$ cat config.mk
export PLATFORM = sky130hd
export DESIGN_NAME = sap_control_sequencer_flat
export DESIGN_NICKNAME = d
export VERILOG_FILES = /design/src/rtl/sap_cu_pkg.sv /design/src/rtl/sap_control_sequencer_if.sv /design/src/rtl/sap_cu_decode.sv /design/src/rtl/sap_control_sequencer.sv /design/src/flat_wrapper.sv
export SDC_FILE = /design/constraint.sdc
export NUM_CORES = 1
export LEC_CHECK = 0
export ABC_AREA = 1
export ABC_CLOCK_PERIOD_IN_PS = 5200
export CORE_ASPECT_RATIO = 0.75
export CORE_MARGIN = 10
export CORE_UTILIZATION = 45
export CTS_CLUSTER_DIAMETER = 150
export DETAILED_ROUTE_END_ITERATION = 10
export GPL_TIMING_DRIVEN = 0
export PLACE_DENSITY = 0.84
export SKIP_CTS_REPAIR_TIMING = 1
export SLEW_MARGIN = 20
export SYNTH_ARGS = -nofsm -noshare
export SYNTH_HDL_FRONTEND = slang
export SYNTH_SLANG_ARGS = --single-unit
$ cat constraint.sdc
create_clock -name clk -period 5.2 [get_ports clk]
set_clock_uncertainty 0.15 [all_clocks]
set_input_delay 1.3 -clock clk [delete_from_list [all_inputs] [get_ports clk]]
set_output_delay 1.3 -clock clk [all_outputs]
set_load 0.005 [all_outputs]
$ cat src/rtl/sap_cu_pkg.sv
// Shared definitions for the SAP control sequencer: opcodes, state codes,
// control-bit positions and the precomputed control words.
package sap_cu_pkg;

  localparam int CW_W = 18;

  localparam logic [3:0] OP_LDA  = 4'h0;
  localparam logic [3:0] OP_ADD  = 4'h1;
  localparam logic [3:0] OP_SUB  = 4'h2;
  localparam logic [3:0] OP_STA  = 4'h3;
  localparam logic [3:0] OP_LDI  = 4'h4;
  localparam logic [3:0] OP_JMP  = 4'h5;
  localparam logic [3:0] OP_JMPC = 4'h6;
  localparam logic [3:0] OP_JMPZ = 4'h7;
  localparam logic [3:0] OP_OUT  = 4'h8;
  localparam logic [3:0] OP_INCA = 4'h9;
  localparam logic [3:0] OP_DECR = 4'hA;
  localparam logic [3:0] OP_NOP  = 4'hB;
  localparam logic [3:0] OP_HLT  = 4'hC;
  localparam logic [3:0] OP_JMPN = 4'hD;

  typedef enum logic [3:0] {
    ST_RESET = 4'd0,
    ST_IDLE  = 4'd1,
    ST_F1    = 4'd2,
    ST_F2    = 4'd3,
    ST_E1    = 4'd4,
    ST_E2    = 4'd5,
    ST_E3    = 4'd6,
    ST_HALT  = 4'd7,
    ST_WAIT  = 4'd8
  } state_e;

  localparam int B_PC_INC  = 0;
  localparam int B_PC_OUT  = 1;
  localparam int B_PC_LOAD = 2;
  localparam int B_MAR_IN  = 3;
  localparam int B_RAM_OUT = 4;
  localparam int B_RAM_IN  = 5;
  localparam int B_IR_IN   = 6;
  localparam int B_IR_OUT  = 7;
  localparam int B_A_IN    = 8;
  localparam int B_A_OUT   = 9;
  localparam int B_B_IN    = 10;
  localparam int B_ALU_OUT = 11;
  localparam int B_ALU_SUB = 12;
  localparam int B_ALU_INC = 13;
  localparam int B_ALU_DEC = 14;
  localparam int B_OUT_IN  = 15;
  localparam int B_FLAG_IN = 16;
  localparam int B_HALT    = 17;

  function automatic logic [CW_W-1:0] cb(input int idx);
    return CW_W'(1) << idx;
  endfunction

  localparam logic [CW_W-1:0] CW_FETCH1  = cb(B_PC_OUT)  | cb(B_MAR_IN);
  localparam logic [CW_W-1:0] CW_FETCH2  = cb(B_RAM_OUT) | cb(B_IR_IN) | cb(B_PC_INC);
  localparam logic [CW_W-1:0] CW_ADDR    = cb(B_IR_OUT)  | cb(B_MAR_IN);
  localparam logic [CW_W-1:0] CW_LOAD_A  = cb(B_RAM_OUT) | cb(B_A_IN);
  localparam logic [CW_W-1:0] CW_STORE_A = cb(B_A_OUT)   | cb(B_RAM_IN);
  localparam logic [CW_W-1:0] CW_LOAD_B  = cb(B_RAM_OUT) | cb(B_B_IN);
  localparam logic [CW_W-1:0] CW_ALU_A   = cb(B_ALU_OUT) | cb(B_A_IN) | cb(B_FLAG_IN);
  localparam logic [CW_W-1:0] CW_JUMP    = cb(B_IR_OUT)  | cb(B_PC_LOAD);
  localparam logic [CW_W-1:0] CW_LDI     = cb(B_IR_OUT)  | cb(B_A_IN);
  localparam logic [CW_W-1:0] CW_OUT     = cb(B_A_OUT)   | cb(B_OUT_IN);
  localparam logic [CW_W-1:0] CW_HALT    = cb(B_HALT);

endpackage

$ cat src/rtl/sap_control_sequencer_if.sv
// Sequencer-facing signals: instruction/flag inputs, mode controls and the
// control word with its status outputs.
interface sap_control_sequencer_if #(
  parameter int OPCODE_W = 4,
  parameter int FLAG_W   = 3
);
  logic [OPCODE_W-1:0] opcode;
  logic [FLAG_W-1:0]   flag_reg;
  logic                step_en;
  logic                step_req;
  logic                resume;
  logic [17:0]         ctrl_word;
  logic [3:0]          tstate;
  logic                halted;
  logic                illegal;

  modport master (
    output opcode, flag_reg, step_en, step_req, resume,
    input  ctrl_word, tstate, halted, illegal
  );

  modport slave (
    input  opcode, flag_reg, step_en, step_req, resume,
    output ctrl_word, tstate, halted, illegal
  );
endinterface

$ cat src/rtl/sap_cu_decode.sv
// Combinational decode: (state, opcode, flags) -> control word, end-of-
// instruction marker and illegal-opcode pulse.
module sap_cu_decode
  import sap_cu_pkg::*;
#(
  parameter int OPCODE_W = 4,
  parameter int FLAG_W   = 3,
  parameter int CF_BIT   = 0,
  parameter int ZF_BIT   = 1,
  parameter int NF_BIT   = 2
) (
  input  state_e              state_i,
  input  logic [OPCODE_W-1:0] opcode_i,
  input  logic [FLAG_W-1:0]   flags_i,
  output logic [CW_W-1:0]     ctrl_word_o,
  output logic                last_o,
  output logic                illegal_o
);

  logic       illegal_op;
  logic [3:0] op4;

  // Anything above JMPN, including any set bit above bit 3, is illegal.
  assign illegal_op = (opcode_i > OPCODE_W'(OP_JMPN));
  assign op4        = opcode_i[3:0];
  assign illegal_o  = (state_i == ST_F2) && illegal_op;

  always_comb begin
    ctrl_word_o = '0;
    last_o      = 1'b0;
    case (state_i)
      ST_F1: ctrl_word_o = CW_FETCH1;
      ST_F2: begin
        ctrl_word_o = CW_FETCH2;
        last_o      = illegal_op || (op4 == OP_NOP);
      end
      ST_E1: begin
        last_o = 1'b1;
        case (op4)
          OP_LDA, OP_STA, OP_ADD, OP_SUB: begin
            ctrl_word_o = CW_ADDR;
            last_o      = 1'b0;
          end
          OP_INCA: begin
            ctrl_word_o = cb(B_ALU_INC);
            last_o      = 1'b0;
          end
          OP_DECR: begin
            ctrl_word_o = cb(B_ALU_DEC);
            last_o      = 1'b0;
          end
          OP_JMP:  ctrl_word_o = CW_JUMP;
          OP_JMPZ: ctrl_word_o = flags_i[ZF_BIT] ? CW_JUMP : '0;
          OP_JMPC: ctrl_word_o = flags_i[CF_BIT] ? CW_JUMP : '0;
          OP_JMPN: ctrl_word_o = flags_i[NF_BIT] ? CW_JUMP : '0;
          OP_LDI:  ctrl_word_o = CW_LDI;
          OP_OUT:  ctrl_word_o = CW_OUT;
          default: ;
        endcase
      end
      ST_E2: begin
        last_o = 1'b1;
        case (op4)
          OP_LDA:          ctrl_word_o = CW_LOAD_A;
          OP_STA:          ctrl_word_o = CW_STORE_A;
          OP_ADD, OP_SUB: begin
            ctrl_word_o = CW_LOAD_B;
            last_o      = 1'b0;
          end
          OP_INCA, OP_DECR: ctrl_word_o = CW_ALU_A;
          default: ;
        endcase
      end
      ST_E3: begin
        last_o = 1'b1;
        case (op4)
          OP_ADD:  ctrl_word_o = CW_ALU_A;
          OP_SUB:  ctrl_word_o = CW_ALU_A | cb(B_ALU_SUB);
          default: ;
        endcase
      end
      ST_HALT: ctrl_word_o = CW_HALT;
      default: ;
    endcase
  end

endmodule

$ cat src/rtl/sap_control_sequencer.sv
// SAP control sequencer: falling-edge T-state register with step/halt
// handling; the control word is decoded combinationally from the state.
module sap_control_sequencer
  import sap_cu_pkg::*;
#(
  parameter int OPCODE_W = 4,
  parameter int FLAG_W   = 3,
  parameter int CF_BIT   = 0,
  parameter int ZF_BIT   = 1,
  parameter int NF_BIT   = 2
) (
  input  logic                    clk,
  input  logic                    rst,
  sap_control_sequencer_if.slave  bus
);

  state_e              state_q, state_d;
  logic [OPCODE_W-1:0] opc_q;
  logic [OPCODE_W-1:0] op_eff;
  logic [CW_W-1:0]     ctrl_word;
  logic                last_state;
  logic                illegal;
  state_e              boundary;

  // The opcode is taken live in F2 and held for the execute states, so
  // later IR changes cannot disturb an instruction already in flight.
  assign op_eff   = (state_q == ST_F2) ? bus.opcode : opc_q;
  assign boundary = bus.step_en ? ST_WAIT : ST_F1;

  sap_cu_decode #(
    .OPCODE_W (OPCODE_W),
    .FLAG_W   (FLAG_W),
    .CF_BIT   (CF_BIT),
    .ZF_BIT   (ZF_BIT),
    .NF_BIT   (NF_BIT)
  ) u_decode (
    .state_i     (state_q),
    .opcode_i    (op_eff),
    .flags_i     (bus.flag_reg),
    .ctrl_word_o (ctrl_word),
    .last_o      (last_state),
    .illegal_o   (illegal)
  );

  always_comb begin
    state_d = state_q;
    case (state_q)
      ST_RESET: state_d = ST_IDLE;
      ST_IDLE:  state_d = ST_F1;
      ST_F1:    state_d = ST_F2;
      ST_F2: begin
        if (bus.opcode == OPCODE_W'(OP_HLT)) state_d = ST_HALT;
        else if (last_state)                 state_d = boundary;
        else                                 state_d = ST_E1;
      end
      ST_E1:    state_d = last_state ? boundary : ST_E2;
      ST_E2:    state_d = last_state ? boundary : ST_E3;
      ST_E3:    state_d = boundary;
      ST_HALT:  state_d = bus.resume ? ST_F1 : ST_HALT;
      ST_WAIT:  state_d = bus.step_req ? ST_F1 : ST_WAIT;
      default:  state_d = ST_RESET;
    endcase
  end

  always_ff @(negedge clk or posedge rst) begin
    if (rst) begin
      state_q <= ST_RESET;
      opc_q   <= '0;
    end else begin
      state_q <= state_d;
      if (state_q == ST_F2) opc_q <= bus.opcode;
    end
  end

  assign bus.ctrl_word = ctrl_word;
  assign bus.tstate    = state_q;
  assign bus.halted    = (state_q == ST_HALT);
  assign bus.illegal   = illegal;

endmodule

$ cat src/flat_wrapper.sv
// flat-port wrapper written by rule: the top's interface ports become plain ports
module sap_control_sequencer_flat import sap_cu_pkg::*;
#(
  parameter int OPCODE_W = 4,
  parameter int FLAG_W   = 3,
  parameter int CF_BIT   = 0,
  parameter int ZF_BIT   = 1,
  parameter int NF_BIT   = 2
)
  (clk, rst, bus_opcode, bus_flag_reg, bus_step_en, bus_step_req, bus_resume, bus_ctrl_word, bus_tstate, bus_halted, bus_illegal);
  sap_control_sequencer_if #(.OPCODE_W(OPCODE_W), .FLAG_W(FLAG_W)) bus_i ();
  input  logic clk;
  input  logic rst;
  input wire logic [$bits(bus_i.opcode)-1:0] bus_opcode;
  input wire logic [$bits(bus_i.flag_reg)-1:0] bus_flag_reg;
  input wire logic [$bits(bus_i.step_en)-1:0] bus_step_en;
  input wire logic [$bits(bus_i.step_req)-1:0] bus_step_req;
  input wire logic [$bits(bus_i.resume)-1:0] bus_resume;
  output wire logic [$bits(bus_i.ctrl_word)-1:0] bus_ctrl_word;
  output wire logic [$bits(bus_i.tstate)-1:0] bus_tstate;
  output wire logic [$bits(bus_i.halted)-1:0] bus_halted;
  output wire logic [$bits(bus_i.illegal)-1:0] bus_illegal;
  assign bus_i.opcode = bus_opcode;
  assign bus_i.flag_reg = bus_flag_reg;
  assign bus_i.step_en = bus_step_en;
  assign bus_i.step_req = bus_step_req;
  assign bus_i.resume = bus_resume;
  assign bus_ctrl_word = bus_i.ctrl_word;
  assign bus_tstate = bus_i.tstate;
  assign bus_halted = bus_i.halted;
  assign bus_illegal = bus_i.illegal;
  sap_control_sequencer #(.OPCODE_W(OPCODE_W), .FLAG_W(FLAG_W), .CF_BIT(CF_BIT), .ZF_BIT(ZF_BIT), .NF_BIT(NF_BIT)) u_core (.clk(clk), .rst(rst), .bus(bus_i));
endmodule
==> reports/metrics.yaml, run 1 <==
grt_pass1_vias: 1020
syn_avg_cell_area_sq_um: 6.39
viasPerCell: 5.97
synth_warnings: 0
maxSlewHeadroom_pct: 75.6
synth_compound_area_share_pct: 14.7
vdd_ir_drop_max_mv: 0.543
critPathTopFamily: "simple AND/OR/NAND/NOR gates"
status: "finished, violations left"
final_util_pct: 91.2
crit_chain: "nor2_4 -> buf_4 -> nand3_1 -> nand2_4 -> buf_4 -> nand2_2 -> nand2_1 -> nand2_1 -> a21oi_1 -> buf_2"
p_per_area_mw_per_mm2: 701
yosysSeqAreaShare_pct: 23.7
io_pins: 36
core_sq_mm: 0.00176
synthToLayoutAreaGrowth_pct: 89.9
violations: "negative setup slack"
drive_gt1_share_pct: 56.1
slew_viol_final: 0
synthAdderAreaFrac_pct: 0
hp-start: "u_core.opc_q[0]$_DFF_NP0_"
cts_buffers: 3
ff_latch_area_sq_um: 200
htreeDepth: 1
chipWidth_microns: 70.0
p_leak_nw: 0.883
cts_root_buffer: "clkbuf_4"
die_y_microns: 57.5
io_buffers: 35
hold_ws_ns: 0.355
tightest_slew_ns: 0.365
dr_total_vias: 1301
avgRoutedWirePerCell_microns: 20.2
synth_seq_cells: 8
rows: 13
cp-start-kind: "flop"
fillers: 70
pre_cts_ws_ns: -1.07
grt_max_degree: 11
placed_cells: 189
fin_area_sq_mm: 0.00160
worstPathRequired_ns: 3.75
grt.total_usage_pct: 14.7
rsz0062_at_grt: "yes"
ff2ff_setup_slack_ns: 2.91
r2r_cells: 12
grt_overflow_total: 0
drc: 0
clock-sinks: 8
multi_input_area_sq_um: 714
num_antenna_cells: 0
hold_path_class: "flop to flop"
endpoint_kind: "output pin"
die_area_sq_mm: 0.00402
synthesis.area_sq_um: 843
maxCapViolations: 0
total_power_mw: 1.12
critPathKind: "flop to output pin"
clk_latency_ns: 0.28
synthMuxAreaShare_pct: 0
yosysUniqueCellTypes: 27
synth_simple_gate_area_share_pct: 47.6
hpwl_mm: 2.44
r2r_start: "u_core.bus.tstate[2]$_DFF_NP0_"
hold_viol: 0
clk_path_buf_depth: 2
worst_hold_path.num_cells: 2
initial_core_util_pct: 48.0
synth_cells: 132
setup_viol: 25
first_iter_violations: 155
arrival_ns: 4.72
wl_mm: 4.40
whs_endpoint: "u_core.opc_q[0]$_DFF_NP0_"
r2r_end: "u_core.bus.tstate[1]$_DFF_NP0_"
fin_cells: 218
synth_top_family_by_area: "simple AND/OR/NAND/NOR gates"
synth_nets: 144
clkTransAtPathRegs_ns: 0.05
antenna_found_initial: 0
ant_nets: 0
worst_slack_ns: -0.972
slowest_stage: "dfrtn_1"
cts_tree: "built"
cp.depth: 10
cp_num_buf_inv: 3
gp_congestion: 0.886
grt_pass1_wl_mm: 4.92
dr.pass1.iters: 5
max_stage_delay_ns: 0.42
fin_nets: 210
crit_fanout: 6
fin_setup_tns_ns: -15.00
synth_xor_area_share_pct: 0
dpl-instance-area_sq_mm: 0.00127
metal layers:
metal	share of wire (%)	up-vias	track usage [%]
met5	0	-	0
met4	6.3	0	2.25
met3	10	41	6.39
met2	46	94	25.7
met1	37	611	16.6
li1	-	555	-
report_power, final:
group / switching (mW) / internal (mW) / total, mW
combinational: 0.540 / 0.402 / 0.941
clock: 0.0279 / 0.0268 / 0.0547
sequential: 0.0330 / 0.0941 / 0.127
cells in the mapped netlist, drive strengths merged:
cell / n / area, sq um
nand2: 39 / 201
inv: 22 / 82.6
nor2: 20 / 92.6
nand3: 11 / 60.1
a21oi: 8 / 40.0
dfrtn: 8 / 200
o21ai: 6 / 33.8
nand4: 4 / 25.0
buf: 3 / 26.3
nor3: 3 / 15.0
o21bai: 2 / 18.8
a211oi: 1 / 7.51
a31o: 1 / 8.76
clkinv: 1 / 8.76
nand3b: 1 / 7.51
o2111ai: 1 / 8.76
o22ai: 1 / 6.26
tightest hold or removal path, stage by stage (launching register included):
cell,delay (ns)
dfrtn_1,0.41
nand2_2,0.06
nand2_2,0.10
registers in the layout, indices dropped and copies added (netlist names):
signal / cells
u_core.bus.tstate: 4
u_core.opc_q: 4
cell families after synthesis:
| kind of cell | Yosys count |
|---|---|
| buffers and inverters | 26 |
| and+or+nand+nor | 78 |
| DFF | 8 |
| AOI/OAI and AO/OA | 20 |
layout by cell type (no fill, tap or decap), types with 2 or more instances in the layout:
cell type,instances
inv_2,6
nor2_1,12
a21oi_1,5
dfrtn_1,8
a21oi_2,3
buf_6,10
nand4_1,4
clkbuf_4,3
clkdlybuf4s50_1,10
buf_4,21
nor3_4,2
buf_2,9
o21ai_1,2
nor2_2,3
nand2_4,12
o21ai_4,2
nand3_1,9
clkbuf_2,8
nand2_2,15
nor2_4,5
nand3_2,2
dlymetal6s2s_1,5
inv_1,14
nand2_1,11
clkinv_4,2
how the worst max path moves through the flow:
stage / from / end / slack [ns]
6_report: u_core.bus.tstate[2]$_DFF_NP0_ / bus_ctrl_word[7] / -0.97
3_5_place_dp: u_core.bus.tstate[0]$_DFF_NP0_ / bus_ctrl_word[7] / -1.07
5_1_grt: u_core.bus.tstate[2]$_DFF_NP0_ / bus_ctrl_word[7] / -1.02
3_3_place_gp: u_core.bus.tstate[0]$_DFF_NP0_ / bus_ctrl_word[16] / -0.99
2_1_floorplan: u_core.bus.tstate[0]$_DFF_NP0_ / bus_ctrl_word[8] / -0.35
4_1_cts: u_core.bus.tstate[0]$_DFF_NP0_ / bus_ctrl_word[7] / -1.37
area by class of cell:
class                   count  area share (%)
multi-input cells          98            44.6
plain buffers               3            2.66
inverters                  23            6.17
flip-flops and latches      8            12.5
clock buffers               3            1.41
well taps                  22            1.72
repair buffers             61            30.9
Note: power is estimated with default switching activity, not from simulation.
==> run 2, diff against run 1 <==
PLACE_DENSITY = 0.83   (was 0.84)
SYNTH_HIERARCHICAL = 1   (was default)
==> reports/metrics.yaml, run 2 <==
die_y_microns: 58.4
initial_core_util_pct: 49.4
layout_common_cells: "nand2_1, buf_4, inv_1"
ff2ff_setup_slack_ns: 2.52
die_area_sq_mm: 0.00415
first_iter_violations: 233
crit_chain: "nand2_4 -> nor2_4 -> nand2_2 -> nand2_4 -> inv_4 -> nand2_4 -> buf_12 -> nor2_2 -> nand2_1 -> nand2_1 -> nand2_1 -> nand2_1 -> buf_2"
grt_util_met2_pct: 22.7
grt_max_degree: 12
synth-async-reset-ratio_pct: 100
busiest_layer: "met2"
arrival_ns: 4.84
syn_avg_cell_area_sq_um: 5.66
dr_total_vias: 1491
synth_edf_count: 0
layout_commonest_cell: "nand2_1"
synthToLayoutAreaGrowth_pct: 88.1
clk_path_buf_depth: 2
endpoint_kind: "output pin"
tightest_slew_ns: 0.596
grt.total_usage_pct: 13.6
htreeDepth: 1
worstPathRequired_ns: 3.75
setup_viol: 26
dpl-instance-area_sq_mm: 0.00130
avgRoutedWirePerCell_microns: 21.2
dr.pass1.iters: 6
ys_top_cells_by_area: "nand2_1, dfrtn_1, inv_1, nor2_1, nor2_4"
p_comb_share_pct: 84.6
gp_congestion: 0.924
cts_tree: "built"
drc: 0
synth_warnings: 6
synthFlopType: "dfrtn_1"
yosysUniqueCellTypes: 20
hpwl_mm: 2.32
p_sw_mw: 0.651
p_leak_nw: 1.02
maxCapViolations: 0
met3_usage_pct: 3.35
clkTransAtPathRegs_ns: 0.04
fin_nets: 238
synth_cells: 156
r2r_start: "u_core/bus.tstate[1]$_DFF_NP0_"
crit_fanout: 8
num_antenna_cells: 0
cp.depth: 13
viasPerCell: 6.06
slowest_stage: "dfrtn_1"
drive_gt1_share_pct: 42.4
grt_pass1_vias: 994
status: "finished, violations left"
max_stage_delay_ns: 0.55
ys_top_cells_by_count: "nand2_1, inv_1, nor2_1"
critPathKind: "flop to output pin"
cts_buffers: 3
worst_slack_ns: -1.09
sw_frac_of_total_pct: 54.5
synthesis.area_sq_um: 883
path_common_cell: "nand2_1"
yosysSeqAreaShare_pct: 22.7
r2r_end: "u_core/bus.tstate[1]$_DFF_NP0_"
rows: 13
cp-start-kind: "flop"
yosysTopAreaCellShare_pct: 23.8
clk_latency_ns: 0.27
p_seq_share_pct: 11.4
wl_mm: 5.22
maxSlewHeadroom_pct: 60.0
yosysMostFrequentCell: "nand2_1"
io_pins: 36
ant_nets: 0
synth_nets: 168
yosysTopAreaCell: "nand2_1"
final_util_pct: 92.9
hold_viol: 0
cts_root_buffer: "clkbuf_4"
io_buffers: 35
violations: "negative setup slack"
hold_path_class: "flop to flop"
grt_overflow_total: 0
cp_num_buf_inv: 3
critPathTopFamily: "simple AND/OR/NAND/NOR gates"
p_int_mw: 0.543
p_per_area_mw_per_mm2: 718
grtUsageMet1_pct: 16.8
worstSetupStartpoint: "u_core/bus.tstate[1]$_DFF_NP0_"
slew_viol_final: 0
r2r_cells: 17
p_clk_share_pct: 4.0
antenna_found_initial: 0
total_power_mw: 1.19
grt_pass1_wl_mm: 4.62
vdd_ir_drop_max_mv: 0.590
chipWidth_microns: 71.2
fin_area_sq_mm: 0.00166
rsz0062_at_grt: "yes"
cp-endpoint: "bus_ctrl_word[7]"
clock-sinks: 8
synth_seq_cells: 8
core_sq_mm: 0.00179
==> run 2: cells by family (layout without fill, tap and decap cells) <==
family / Yosys count / in the layout / share of synthesized area [%]
AND/OR/NAND/NOR: 107 / 107 / 57.1
flip-flops: 8 / 8 / 22.7
buffers and inverters: 31 / 99 / 14.0
AO/OA/AOI/OAI: 10 / 10 / 6.23
==> run 2: layer usage <==
layer	vias to the layer above	part of all wire [%]
li1	618	-
met1	679	37
met2	161	46
met3	33	12
met4	0	5.3
met5	-	0
==> run 2: area by class of cell <==
cell class                 instances  area, sq um
multi-input combinational        117          708
inverter                          29          116
timing repair buffer              65          568
sequential                         8          200
tap                               22         27.5
buffer                             2         18.8
clock buffer                       3         22.5
fill                              66          128
==> run 2: through the flow <==
step / hold WS, ns / TNS (ns) / setup WS (ns) / std cells
after floorplan: 0.328 / -4.53 / -0.446 / 156
after CTS: 0.364 / -24.25 / -1.40 / 216
final: 0.488 / -17.66 / -1.09 / 246
after global placement: 0.349 / -17.95 / -1.07 / 213
after detailed placement: 0.364 / -18.72 / -1.13 / 213
after global routing: 0.516 / -19.37 / -1.13 / 246
==> run 2: power groups by stage <==
stage | logic, mW | clock network (mW) | registers, mW
2_1_floorplan | 0.401 | 0 | 0.129
3_3_place_gp | 0.574 | 0 | 0.136
3_5_place_dp | 0.584 | 0 | 0.138
4_1_cts | 0.587 | 0.0471 | 0.137
5_1_grt | 1.05 | 0.0512 | 0.139
6_report | 1.01 | 0.0481 | 0.135
==> run 2: worst min-delay path by stage <==
stage,from,to,slack (ns),depth (start not counted)
6_report,u_core/opc_q[1]$_DFF_NP0_,u_core/opc_q[1]$_DFF_NP0_,0.49,3
5_1_grt,u_core/opc_q[1]$_DFF_NP0_,u_core/opc_q[1]$_DFF_NP0_,0.52,3
4_1_cts,u_core/opc_q[1]$_DFF_NP0_,u_core/opc_q[1]$_DFF_NP0_,0.36,2
3_5_place_dp,u_core/opc_q[1]$_DFF_NP0_,u_core/opc_q[1]$_DFF_NP0_,0.36,2
3_3_place_gp,u_core/opc_q[1]$_DFF_NP0_,u_core/opc_q[1]$_DFF_NP0_,0.35,2
2_1_floorplan,u_core/opc_q[1]$_DFF_NP0_,u_core/opc_q[1]$_DFF_NP0_,0.33,2
==> run 2: tightest hold or removal path, stage by stage (launching register included) <==
cell and delay (ns):
dfrtn_1 0.40, nand2_2 0.07, nand2_4 0.13, buf_4 0.13
